`config.mk`:
```
export PLATFORM = sky130hd
export DESIGN_NAME = bp_axi_lite_master_arbiter
export DESIGN_NICKNAME = d
export VERILOG_FILES = /design/src/rtl/bp_axi_lite_master_arbiter.sv
export SDC_FILE = /design/constraint.sdc
export NUM_CORES = 1
export LEC_CHECK = 0
export ABC_AREA = 0
export ABC_CLOCK_PERIOD_IN_PS = 2130
export CELL_PAD_IN_SITES_DETAIL_PLACEMENT = 0
export CELL_PAD_IN_SITES_GLOBAL_PLACEMENT = 1
export CORE_AREA = 2 2 195 197
export DETAILED_ROUTE_END_ITERATION = 7
export DIE_AREA = 0 0 197 199
export PLACE_DENSITY = 0.89
export REMOVE_ABC_BUFFERS = 1
export SLEW_MARGIN = 15
export SYNTH_ARGS = -nofsm -noshare
export SYNTH_HDL_FRONTEND = slang
export SYNTH_SLANG_ARGS = --single-unit
```
`constraint.sdc`:
```
create_clock -name clk_i -period 2.13 [get_ports clk_i]
set_input_delay 0.426 -clock clk_i [delete_from_list [all_inputs] [get_ports clk_i]]
set_output_delay 0.426 -clock clk_i [all_outputs]
set_load 0.05 [all_outputs]
```
`src/rtl/bp_axi_lite_master_arbiter.sv`:
```
// bp_axi_lite_master_arbiter
// Round-robin arbiter that shares one AXI-Lite master port between num_req_p
// requesters, one outstanding transaction at a time, and routes the B/R
// response back to the requester that was granted.
// Optional response watchdog: define BP_AXIL_ARB_TIMEOUT_EN.
module bp_axi_lite_master_arbiter #(
    parameter int num_req_p         = 2,
    parameter int axi_addr_width_p  = 32,
    parameter int axi_data_width_p  = 64,
    parameter int axi_strb_width_lp = axi_data_width_p / 8,
    parameter int timeout_cycles_p  = 1024
) (
    input  logic                                        clk_i,
    input  logic                                        reset_i,

    input  logic [num_req_p-1:0]                        req_v_i,
    input  logic [num_req_p-1:0]                        req_we_i,
    input  logic [num_req_p*axi_addr_width_p-1:0]       req_addr_i,
    input  logic [num_req_p*axi_data_width_p-1:0]       req_data_i,
    input  logic [num_req_p*axi_strb_width_lp-1:0]      req_strb_i,
    output logic [num_req_p-1:0]                        req_ready_o,

    output logic [num_req_p-1:0]                        resp_v_o,
    output logic [axi_data_width_p-1:0]                 resp_data_o,
    output logic [1:0]                                  resp_err_o,
    input  logic [num_req_p-1:0]                        resp_yumi_i,

    output logic [axi_addr_width_p-1:0]                 m_axi_lite_awaddr_o,
    output logic [2:0]                                  m_axi_lite_awprot_o,
    output logic                                        m_axi_lite_awvalid_o,
    input  logic                                        m_axi_lite_awready_i,
    output logic [axi_data_width_p-1:0]                 m_axi_lite_wdata_o,
    output logic [axi_strb_width_lp-1:0]                m_axi_lite_wstrb_o,
    output logic                                        m_axi_lite_wvalid_o,
    input  logic                                        m_axi_lite_wready_i,
    input  logic [1:0]                                  m_axi_lite_bresp_i,
    input  logic                                        m_axi_lite_bvalid_i,
    output logic                                        m_axi_lite_bready_o,

    output logic [axi_addr_width_p-1:0]                 m_axi_lite_araddr_o,
    output logic [2:0]                                  m_axi_lite_arprot_o,
    output logic                                        m_axi_lite_arvalid_o,
    input  logic                                        m_axi_lite_arready_i,
    input  logic [axi_data_width_p-1:0]                 m_axi_lite_rdata_i,
    input  logic [1:0]                                  m_axi_lite_rresp_i,
    input  logic                                        m_axi_lite_rvalid_i,
    output logic                                        m_axi_lite_rready_o
);

    localparam int unsigned NUM_REQ = num_req_p;
    localparam int unsigned ADDR_W  = axi_addr_width_p;
    localparam int unsigned DATA_W  = axi_data_width_p;
    localparam int unsigned STRB_W  = axi_strb_width_lp;
    localparam int unsigned IDX_W   = (num_req_p > 1) ? $clog2(num_req_p) : 1;

    // Reject unsupported configurations at elaboration.
    if (num_req_p < 2 || num_req_p > 8 || timeout_cycles_p < 2) begin : g_param_check
        $error("bp_axi_lite_master_arbiter: unsupported parameter set");
    end

    typedef enum logic [2:0] {
        e_idle,
        e_write,
        e_b,
        e_ar,
        e_r,
        e_resp,
        e_drain
    } state_e;

    state_e             state;
    logic [IDX_W-1:0]   rr_ptr;
    logic [IDX_W-1:0]   grant;
    logic [IDX_W-1:0]   pick_idx;
    logic [IDX_W-1:0]   cand;
    logic               pick_found;
    logic [NUM_REQ-1:0] pick_oh;
    logic [NUM_REQ-1:0] grant_oh;
    logic               accept;
    logic               we_q;
    logic               aw_done;
    logic               w_done;
    logic               aw_fire;
    logic               w_fire;

`ifdef BP_AXIL_ARB_TIMEOUT_EN
    localparam int unsigned TMR_W = $clog2(timeout_cycles_p);
    logic [TMR_W-1:0]   timer;
    logic               timed_out;
`endif

    // Round-robin pick: first valid requester at or after rr_ptr, wrapping.
    always_comb begin
        pick_found = 1'b0;
        pick_idx   = '0;
        cand       = '0;
        for (int unsigned k = 0; k < NUM_REQ; k++) begin
            cand = IDX_W'((32'(rr_ptr) + k) % NUM_REQ);
            if (!pick_found && req_v_i[cand]) begin
                pick_found = 1'b1;
                pick_idx   = cand;
            end
        end
    end

    assign pick_oh     = pick_found ? (NUM_REQ'(1) << pick_idx) : '0;
    assign req_ready_o = (state == e_idle) ? pick_oh : '0;
    assign accept      = |(req_v_i & req_ready_o);
    assign grant_oh    = NUM_REQ'(1) << grant;
    assign aw_fire     = m_axi_lite_awvalid_o & m_axi_lite_awready_i;
    assign w_fire      = m_axi_lite_wvalid_o & m_axi_lite_wready_i;

    assign m_axi_lite_awprot_o = 3'b000;
    assign m_axi_lite_arprot_o = 3'b000;

    // Transaction FSM with registered AXI and response outputs.
    always_ff @(posedge clk_i) begin
        if (reset_i) begin
            state                <= e_idle;
            rr_ptr               <= '0;
            grant                <= '0;
            we_q                 <= 1'b0;
            aw_done              <= 1'b0;
            w_done               <= 1'b0;
            m_axi_lite_awaddr_o  <= '0;
            m_axi_lite_awvalid_o <= 1'b0;
            m_axi_lite_wdata_o   <= '0;
            m_axi_lite_wstrb_o   <= '0;
            m_axi_lite_wvalid_o  <= 1'b0;
            m_axi_lite_bready_o  <= 1'b0;
            m_axi_lite_araddr_o  <= '0;
            m_axi_lite_arvalid_o <= 1'b0;
            m_axi_lite_rready_o  <= 1'b0;
            resp_v_o             <= '0;
            resp_data_o          <= '0;
            resp_err_o           <= 2'b00;
`ifdef BP_AXIL_ARB_TIMEOUT_EN
            timer                <= '0;
            timed_out            <= 1'b0;
`endif
        end else begin
            unique case (state)
                e_idle: begin
                    if (accept) begin
                        grant   <= pick_idx;
                        we_q    <= req_we_i[pick_idx];
                        rr_ptr  <= (32'(pick_idx) == NUM_REQ - 1) ? '0 : pick_idx + IDX_W'(1);
                        aw_done <= 1'b0;
                        w_done  <= 1'b0;
                        if (req_we_i[pick_idx]) begin
                            m_axi_lite_awaddr_o  <= req_addr_i[32'(pick_idx) * ADDR_W +: ADDR_W];
                            m_axi_lite_wdata_o   <= req_data_i[32'(pick_idx) * DATA_W +: DATA_W];
                            m_axi_lite_wstrb_o   <= req_strb_i[32'(pick_idx) * STRB_W +: STRB_W];
                            m_axi_lite_awvalid_o <= 1'b1;
                            m_axi_lite_wvalid_o  <= 1'b1;
                            state                <= e_write;
                        end else begin
                            m_axi_lite_araddr_o  <= req_addr_i[32'(pick_idx) * ADDR_W +: ADDR_W];
                            m_axi_lite_arvalid_o <= 1'b1;
                            state                <= e_ar;
                        end
                    end
                end

                e_write: begin
                    if (aw_fire) begin
                        m_axi_lite_awvalid_o <= 1'b0;
                        aw_done              <= 1'b1;
                    end
                    if (w_fire) begin
                        m_axi_lite_wvalid_o <= 1'b0;
                        w_done              <= 1'b1;
                    end
                    if ((aw_done || aw_fire) && (w_done || w_fire)) begin
                        m_axi_lite_bready_o <= 1'b1;
                        state               <= e_b;
`ifdef BP_AXIL_ARB_TIMEOUT_EN
                        timer               <= '0;
`endif
                    end
                end

                e_b: begin
                    if (m_axi_lite_bvalid_i) begin
                        m_axi_lite_bready_o <= 1'b0;
                        resp_err_o          <= m_axi_lite_bresp_i;
                        resp_data_o         <= '0;
                        resp_v_o            <= grant_oh;
                        state               <= e_resp;
                    end
`ifdef BP_AXIL_ARB_TIMEOUT_EN
                    else if (timer == TMR_W'(timeout_cycles_p - 1)) begin
                        m_axi_lite_bready_o <= 1'b0;
                        resp_err_o          <= 2'b11;
                        resp_data_o         <= '0;
                        resp_v_o            <= grant_oh;
                        timed_out           <= 1'b1;
                        state               <= e_resp;
                    end else begin
                        timer <= timer + TMR_W'(1);
                    end
`endif
                end

                e_ar: begin
                    if (m_axi_lite_arready_i) begin
                        m_axi_lite_arvalid_o <= 1'b0;
                        m_axi_lite_rready_o  <= 1'b1;
                        state                <= e_r;
`ifdef BP_AXIL_ARB_TIMEOUT_EN
                        timer                <= '0;
`endif
                    end
                end

                e_r: begin
                    if (m_axi_lite_rvalid_i) begin
                        m_axi_lite_rready_o <= 1'b0;
                        resp_err_o          <= m_axi_lite_rresp_i;
                        resp_data_o         <= m_axi_lite_rdata_i;
                        resp_v_o            <= grant_oh;
                        state               <= e_resp;
                    end
`ifdef BP_AXIL_ARB_TIMEOUT_EN
                    else if (timer == TMR_W'(timeout_cycles_p - 1)) begin
                        m_axi_lite_rready_o <= 1'b0;
                        resp_err_o          <= 2'b11;
                        resp_data_o         <= '0;
                        resp_v_o            <= grant_oh;
                        timed_out           <= 1'b1;
                        state               <= e_resp;
                    end else begin
                        timer <= timer + TMR_W'(1);
                    end
`endif
                end

                e_resp: begin
                    if (resp_yumi_i[grant]) begin
                        resp_v_o <= '0;
                        state    <= e_idle;
`ifdef BP_AXIL_ARB_TIMEOUT_EN
                        if (timed_out) begin
                            timed_out <= 1'b0;
                            if (we_q) begin
                                m_axi_lite_bready_o <= 1'b1;
                            end else begin
                                m_axi_lite_rready_o <= 1'b1;
                            end
                            state <= e_drain;
                        end
`endif
                    end
                end

                e_drain: begin
                    // Swallow the late response of a timed-out transaction.
                    if (we_q ? m_axi_lite_bvalid_i : m_axi_lite_rvalid_i) begin
                        m_axi_lite_bready_o <= 1'b0;
                        m_axi_lite_rready_o <= 1'b0;
                        state               <= e_idle;
                    end
                end

                default: state <= e_idle;
            endcase
        end
    end

endmodule
```
# == Word-level counts from Yosys, hierarchy flattened ==
# Cells that the tools add are included.
# totals
reg_bits,217
# classes
addsub,2
n_lt_le_gt_ge,4
n_eq_ne,17
shifts,5
mux,57
bitwise,4
n_reduce_logical,26
# ops
cell,n
$mux W64,2
$pmux W64 S2,1
$shiftx A128 B8 Y64,1
$shiftx A64 B7 Y32,1
$mux W1,29
$reduce_and A4 Y1,6
$mux W3,7
$pmux W3 S7,1
$ne A2 B2 Y1 const B,10
$mux W2,8
$shiftx A16 B5 Y8,1
$reduce_and A3 Y1,5
$pmux W1 S2,5
$eq A3 B3 Y1 const B,3
$reduce_bool A3 Y1,3
$lt A1 B2 Y1 const B,4
$reduce_and A7 Y1,1
$eq A3 B2 Y1 const B,2
$pmux W1 S3,2
$pmux W2 S3,1
$reduce_bool A2 Y1,3
$pmux W2 S2,1
$shl A1 B1 Y2 const A,2
$eq A3 B1 Y1 const B,1
other kinds (11),15

# == Longest topological paths before layout ==
# Gate-level depths: netlist of the first run.
# depth
depth_word,13
depth_mapped,9

# == Least setup slack after synthesis of the first run ==
# Ideal clock, no wire load.
# synth_timing
path_kind,input-to-output
from,in req_v_i[1]
to,out req_ready_o[0]
arrival_ns,2.424
slack_ns,-0.720
cell_stages,4
n_path_buf,2
path_cell_list,buf_2 clkbuf_1 a21bo_2 nor4_1
# synth_between
elab_chain_cells,9
word_cells_on_any_way,13
# synth_lines
item,line,text
"start, declared",16,"input logic [num_req_p-1:0] req_v_i,"
$mux W1 (not written as such) (2 in a row),99,if (!pick_found && req_v_i[cand]) begin
$mux W1,99,
$logic_not A1 Y1,99,
$logic_and A1 B1 Y1,99,
$mux W1,99,
$shl A1 B1 Y2,106,assign pick_oh = pick_found ? (NUM_REQ'(1) << pick_idx) : '0;
$mux W2 *,106,
$mux W2 *,107,assign req_ready_o = (state == e_idle) ? pick_oh : '0;
"end, declared",21,"output logic [num_req_p-1:0] req_ready_o,"
# Mark *: on every way between the ends. The rest lies on a longest branch, timed or not. The select of a mux whose other input is x is not followed.

# == Worst setup path in the final report of the first run ==
# layout_timing
from,reg m_axi_lite_wdata_o[49]
to,out m_axi_lite_wdata_o[49]
# layout_lines
item,line,text
"start, declared",32,"output logic [axi_data_width_p-1:0] m_axi_lite_wdata_o,"
"start signal, assigned",152,m_axi_lite_wdata_o <= req_data_i[32'(pick_idx) * DATA_W +: DATA_W];
# No word-level cell between the ends.

==> results.sh, run 1 <==
export IMPL_outcome="completed"
export IMPL_io_buffers=499
export IMPL_grt_pass1_wl_mm=65.29
export IMPL_syn_inst=1285
export IMPL_p_total_mw=19.85
export IMPL_grt_max_degree=75
export IMPL_vias=11900
export IMPL_p_clk_frac=0.205
export IMPL_crit_buf_inv=1
export IMPL_firstDrtPassIters=5
export IMPL_p_switching_mw=8.898
export IMPL_synth_cell_types=41
export IMPL_gp_congestion=0.8544
export IMPL_pre_cts_ws_ns=-0.3980
export IMPL_min_path_type="in -> reg"
export IMPL_routed_via_density=5.225
export IMPL_peakVddDrop_v=0.0006536
export IMPL_htreeDepth=1
export IMPL_routed_wirelength_mm=43.81
export IMPL_avgSynthCellArea_um2=8.268
export IMPL_drc=0
export IMPL_maxSlewViolCount=0
export IMPL_switching_share=0.4482
export IMPL_worst_pin_slew_ns=0.6499
export IMPL_start_util=0.2861
export IMPL_cts_sinks=217
export IMPL_ys_top_cells_by_count="dfxtp_1, a211oi_1, clkbuf_1"
export IMPL_yosysWarnings=0
export IMPL_powerDensity_mw_per_mm2=1122
export IMPL_drive_gt1_frac=0.1167
export IMPL_finalHoldViolations=0
export IMPL_fillers=3592
export IMPL_slew_limit_headroom=0.5555
export IMPL_detail_route_antenna_nets=0
export IMPL_finalWorstPathRequiredPeriod_ns=2.101
export IMPL_core_rowCount=71
export IMPL_start_kind="register"
export IMPL_synth_flop_cell="dfxtp_1"
export IMPL_cpLargestDelayFamily="buffers and inverters"
export IMPL_synth_edf_count=0
export IMPL_seq_area_frac_synth=0.4089
export IMPL_numCtsBuffers=24
export IMPL_overflow=0
export IMPL_clkTransAtPathRegs_ns=0.06
export IMPL_holdWs_ns=0.2691
export IMPL_cp_required_ns=1.70
export IMPL_cpPeakStageDelay_ns=0.81
export IMPL_fin_ws_ns=0.02903
export IMPL_antenna_found_initial=4
export IMPL_synth_area_leaders="dfxtp_1, a211oi_1, a2111oi_0"
export IMPL_arrival_ns=1.67
export IMPL_tns_ns=0
export IMPL_slowest_stage="clkdlybuf4s50_1"
export IMPL_fmax_ghz=0.4760
export IMPL_ys_ff_latch=217
export IMPL_crit_path_max_fanout=2
export IMPL_wl_per_cell_um=19.24
export IMPL_syn_area_mm2=0.01062
export IMPL_die_area_mm2=0.03920
export IMPL_p_leak_nw=7.893
export IMPL_end_kind="primary output"
export IMPL_die_w_um=197
export IMPL_cap_violations=0
export IMPL_fp_dieH_um=199
export IMPL_yosys_cell_count_top_type="dfxtp_1"
export IMPL_skew_ns=0.007774
export IMPL_grt_pass1_vias=11600
export IMPL_async_flop_share=0
export IMPL_combinationalPowerShare=0.517
export IMPL_area_growth_syn_to_layout_pct=66.53
export IMPL_fp_coreArea_mm2=0.03713
export IMPL_fin_nets=2074
export IMPL_setup_violations=0
export IMPL_seqPwrFrac=0.278
export IMPL_p_int_mw=10.96
export IMPL_grt_usage=0.2102
export IMPL_period_share=0.9864
export IMPL_synth_top_area_frac=0.4089
export IMPL_hpwl_mm=32.43
export IMPL_cts_path_max_buffers=3
export IMPL_root_buffer="clkbuf_16"
export IMPL_ios=506
export IMPL_path_cells="clkdlybuf4s50_1"
export IMPL_clock_latency_ns=0.53
export IMPL_post_synth_top_area_cell="dfxtp_1"
export IMPL_worstSetupPathType="reg -> out"
export IMPL_cts_tree="done"
export IMPL_drt_iter0_markers=491
==> routing by layer <==
metal	GRT usage	part of all wire
met4	0.07825	0.034
met1	0.2402	0.39
met5	0	0
met3	0.06155	0.089
met2	0.3710	0.49
==> power by group through the flow <==
stage | Sequential, mW | Combinational (mW) | Clock [mW]
2_1_floorplan | 8.44 | 2.77 | 0
3_3_place_gp | 5.59 | 10.5 | 0
3_5_place_dp | 5.60 | 10.6 | 0
4_1_cts | 5.53 | 10.3 | 4.19
5_1_grt | 5.63 | 10.9 | 4.36
6_report | 5.52 | 10.3 | 4.07
==> cells in the final DEF, fill, tap and decap left out, drive strengths merged, types with 40 or more instances in the layout <==
cell type	instances
clkdlybuf4s50	305
dfxtp	217
buf	153
a211oi	139
dlygate4sd2	122
inv	108
and3	106
a2111oi	105
a21boi	104
a21oi	76
nand2	69
nand3	66
dlymetal6s2s	53
nor2	40
==> registers in the layout, summed over array words and instances (netlist names) <==
name                  flops
we_q                      1
resp_err_o                2
m_axi_lite_rready_o       1
resp_v_o                  2
m_axi_lite_wvalid_o       1
m_axi_lite_awaddr_o      32
m_axi_lite_bready_o       1
m_axi_lite_wstrb_o        8
aw_done                   1
m_axi_lite_wdata_o       64
m_axi_lite_araddr_o      32
m_axi_lite_awvalid_o      1
state                     3
grant                     1
w_done                    1
rr_ptr                    1
resp_data_o              64
m_axi_lite_arvalid_o      1
==> final cells by class <==
type / instances / area (µm²) / area share
Antenna cell: 3 / 7.507 / 0.0004243
Clock buffer: 36 / 737.0 / 0.04165
Clock inverter: 5 / 27.53 / 0.001556
Inverter: 108 / 405.4 / 0.02291
Multi-Input combinational cell: 801 / 5265 / 0.2976
Sequential cell: 217 / 4349 / 0.2458
Tap cell: 474 / 593.1 / 0.03352
Timing Repair Buffer: 633 / 6307 / 0.3565
==> metrics by stage <==
| step | utilization | area (µm²) | std cells |
|---|---|---|---|
| 5_1_grt | 0.4764 | 17690 | 2276 |
| 3_5_place_dp | 0.4551 | 16900 | 2232 |
| 3_3_place_gp | 0.4551 | 16900 | 2232 |
| 4_1_cts | 0.4723 | 17540 | 2274 |
| 2_1_floorplan | - | 9931 | 1126 |
| 6_report | 0.4764 | 17690 | 2277 |
==> cell families after synthesis <==
group,Yosys count,share of synthesized area
AO/OA/AOI/OAI,484,0.3327
buffers and inverters,272,0.1052
flip-flops,217,0.4089
multiplexers,5,0.004829
other,1,0.0003530
AND/OR/NAND/NOR,306,0.1480
==> what timing repair did <==
item / in CTS / in global routing
buffers inserted: 1 / 0
endpoints found under the setup margin: 123 / 56
pin swaps: 1 / 1
hold buffers: 0 / 0
gates resized for setup: 128 / 57
==> final timing paths <==
check	from	endpoint	slack, ns	cells after the start
setup / recovery	m_axi_lite_wdata_o[49]	m_axi_lite_wdata_o[49]	0.03	1
hold / removal	req_v_i[1]	rr_ptr	0.27	2
setup reg to reg	rr_ptr	m_axi_lite_wdata_o[43]	0.18	6
hold reg to reg	m_axi_lite_wdata_o[13]	m_axi_lite_wdata_o[13]	0.45	2
Power figures use the tool's default switching activity.
==> inputs of run 2 (changes only) <==
==> constraint.sdc (replaced) <==
create_clock -name clk_i -period 2.13 [get_ports clk_i]
set_input_delay 0.213 -clock clk_i [delete_from_list [all_inputs] [get_ports clk_i]]
set_output_delay 0.213 -clock clk_i [all_outputs]
set_load 0.05 [all_outputs]
==> run 2 against run 1 <==
  * Critical path depth is the same
  * Clock power up 8.1%
  * Cell area decreased by 1.2%
  * Utilization is 0.55 points lower
  * Via count down 1.4%
  * Final cell count shrank 1.7%
  * Sequential cell count is the same
  * Sequential power hardly changed
  * Clock skew increased by 0.012 ns
  * Fmax up 3.6%
  * Critical path type unchanged
  * Largest cell class unchanged
  * Highest routed layer unchanged
==> results.sh, run 2 (synthesis results as in run 1) <==
export IMPL_hpwl_mm=31.56
export IMPL_slowest_stage="clkdlybuf4s50_1"
export IMPL_numCtsBuffers=26
export IMPL_end_kind="primary output"
export IMPL_cts_sinks=217
export IMPL_overflow=0
export IMPL_drc=0
export IMPL_firstDrtPassIters=5
export IMPL_wl_per_cell_um=19.43
export IMPL_final_common_cell="clkdlybuf4s50_1"
export IMPL_die_w_um=197
export IMPL_detail_route_antenna_nets=0
export IMPL_grt_pass1_vias=11400
export IMPL_fp_coreArea_mm2=0.03713
export IMPL_reg2regPathDepth=6
export IMPL_outcome="completed"
export IMPL_antenna_found_initial=1
export IMPL_min_delay_start="reset_i"
export IMPL_grt_max_degree=69
export IMPL_worstSetupPathType="reg -> out"
export IMPL_worst_pin_slew_ns=0.6537
export IMPL_die_area_mm2=0.03920
export IMPL_min_path_type="in -> reg"
export IMPL_postCtsSetupBuffers=0
export IMPL_start_kind="register"
export IMPL_wl_met1_mm=17.04
export IMPL_min_path_cells=2
export IMPL_met3WireLength_mm=3.869
export IMPL_htreeDepth=1
export IMPL_crit_buf_inv=1
export IMPL_reg2reg_from="rr_ptr"
export IMPL_rsz0062_at_grt="no"
export IMPL_setup_violations=0
export IMPL_cp_required_ns=1.92
export IMPL_crit_path_max_fanout=2
export IMPL_postLayoutCoreUtil=0.4709
export IMPL_routed_wirelength_mm=43.51
export IMPL_drt_iter0_markers=572
export IMPL_fp_dieH_um=199
export IMPL_skew_ns=0.01971
export IMPL_drive_gt1_frac=0.09014
export IMPL_finalHoldViolations=0
export IMPL_powerDensity_mw_per_mm2=1160
export IMPL_stdcell_count=2239
export IMPL_highest_layer="met4"
export IMPL_slew_limit_headroom=0.5529
export IMPL_finalWorstPathRequiredPeriod_ns=2.028
export IMPL_crit_start="resp_data_o[57]"
export IMPL_fmax_ghz=0.4931
export IMPL_fin_nets=2038
export IMPL_endpoint="resp_data_o[57]"
export IMPL_io_buffers=499
export IMPL_path_cells="clkdlybuf4s50_1"
export IMPL_period_share=0.9521
export IMPL_cpPeakStageDelay_ns=0.85
export IMPL_clkTransAtPathRegs_ns=0.06
export IMPL_start_util=0.2861
export IMPL_maxSlewViolCount=0
export IMPL_grt_usage=0.2087
export IMPL_clock_latency_ns=0.54
export IMPL_biggestRegsByFlops="m_axi_lite_wdata_o x64, resp_data_o x64"
export IMPL_crit_cells=1
export IMPL_ios=506
export IMPL_placed_cells=2195
export IMPL_p_leak_nw=6.290
export IMPL_peakVddDrop_v=0.0006879
export IMPL_gp_congestion=0.8164
export IMPL_cts_path_max_buffers=3
export IMPL_rrSetupSlack_ns=0.11
export IMPL_p_total_mw=20.29
export IMPL_grt_pass1_wl_mm=64.84
export IMPL_arrival_ns=1.81
export IMPL_area_growth_syn_to_layout_pct=64.60
export IMPL_cpLargestDelayFamily="buffers and inverters"
export IMPL_dr_wl_met2_mm=20.98
export IMPL_cts_tree="done"
export IMPL_vias=11730
export IMPL_cap_violations=0
export IMPL_routed_via_density=5.240
export IMPL_final_cell_mix="clkdlybuf4s50_1, dfxtp_1, a211oi_1, inv_1, and3_1"
export IMPL_root_buffer="clkbuf_16"
export IMPL_core_rowCount=71
export IMPL_rr_endpoint="m_axi_lite_awaddr_o[25]"
==> run 2: cell types whose count changed in the layout (fill, tap and decap cells not counted), moves of 3 or more <==
| cell | before | now |
|---|---|---|
| dlygate4sd2_1 | 122 | 0 |
| clkdlybuf4s50_1 | 305 | 491 |
| clkinv_2 | 4 | 1 |
| dlymetal6s2s_1 | 53 | 0 |
| buf_4 | 121 | 75 |
==> run 2: timing repair <==
| action | in CTS | in global routing |
|---|---|---|
| setup endpoints to repair | 0 | 2 |
| gates resized for setup | 0 | 3 |
| hold buffers | 0 | 0 |
==> run 2: layout make-up <==
cell class	instances	area (µm²)
Fill cell	3508	19650
Clock inverter	4	50.05
Clock buffer	39	790.8
Inverter	108	405.4
Timing Repair Buffer	595	6050
Sequential cell	217	4344
Tap cell	474	593.1
Multi-Input combinational cell	801	5251
Antenna cell	1	2.502
==> run 2: power by group <==
group	leakage (nW)	internal [mW]	total [mW]	switching [mW]
clock network	0.407	2.65	4.40	1.75
registers	1.77	4.96	5.50	0.536
logic	4.11	3.78	10.4	6.61
==> run 2: worst min path at each step <==
stage,to,slack (ns)
finish,resp_data_o[60],0.11
global route,rr_ptr,0.11
CTS,rr_ptr,0.09
detailed placement,m_axi_lite_wdata_o[13],0.44
global placement,resp_data_o[32],0.44
floorplan,m_axi_lite_bready_o,0.28
==> run 2: per-stage QoR <==
stage	setup TNS, ns	setup WS (ns)	hold WS, ns	area, µm²
final	0	0.1020	0.1091	17490
after global routing	0	0.03640	0.1140	17490
after CTS	0	0.06521	0.08744	17480
after detailed placement	-13.21	-0.3667	0.4427	16640
after global placement	-10.64	-0.3814	0.4376	16640
after floorplan	-985.51	-6.524	0.2821	9931
==> run 2: routing by layer <==
| metal | GRT usage | up-vias |
|---|---|---|
| met5 | 0 | - |
| met4 | 0.08354 | 0 |
| met3 | 0.06087 | 82 |
| met2 | 0.3675 | 493 |
| met1 | 0.2371 | 5523 |
| li1 | - | 5635 |
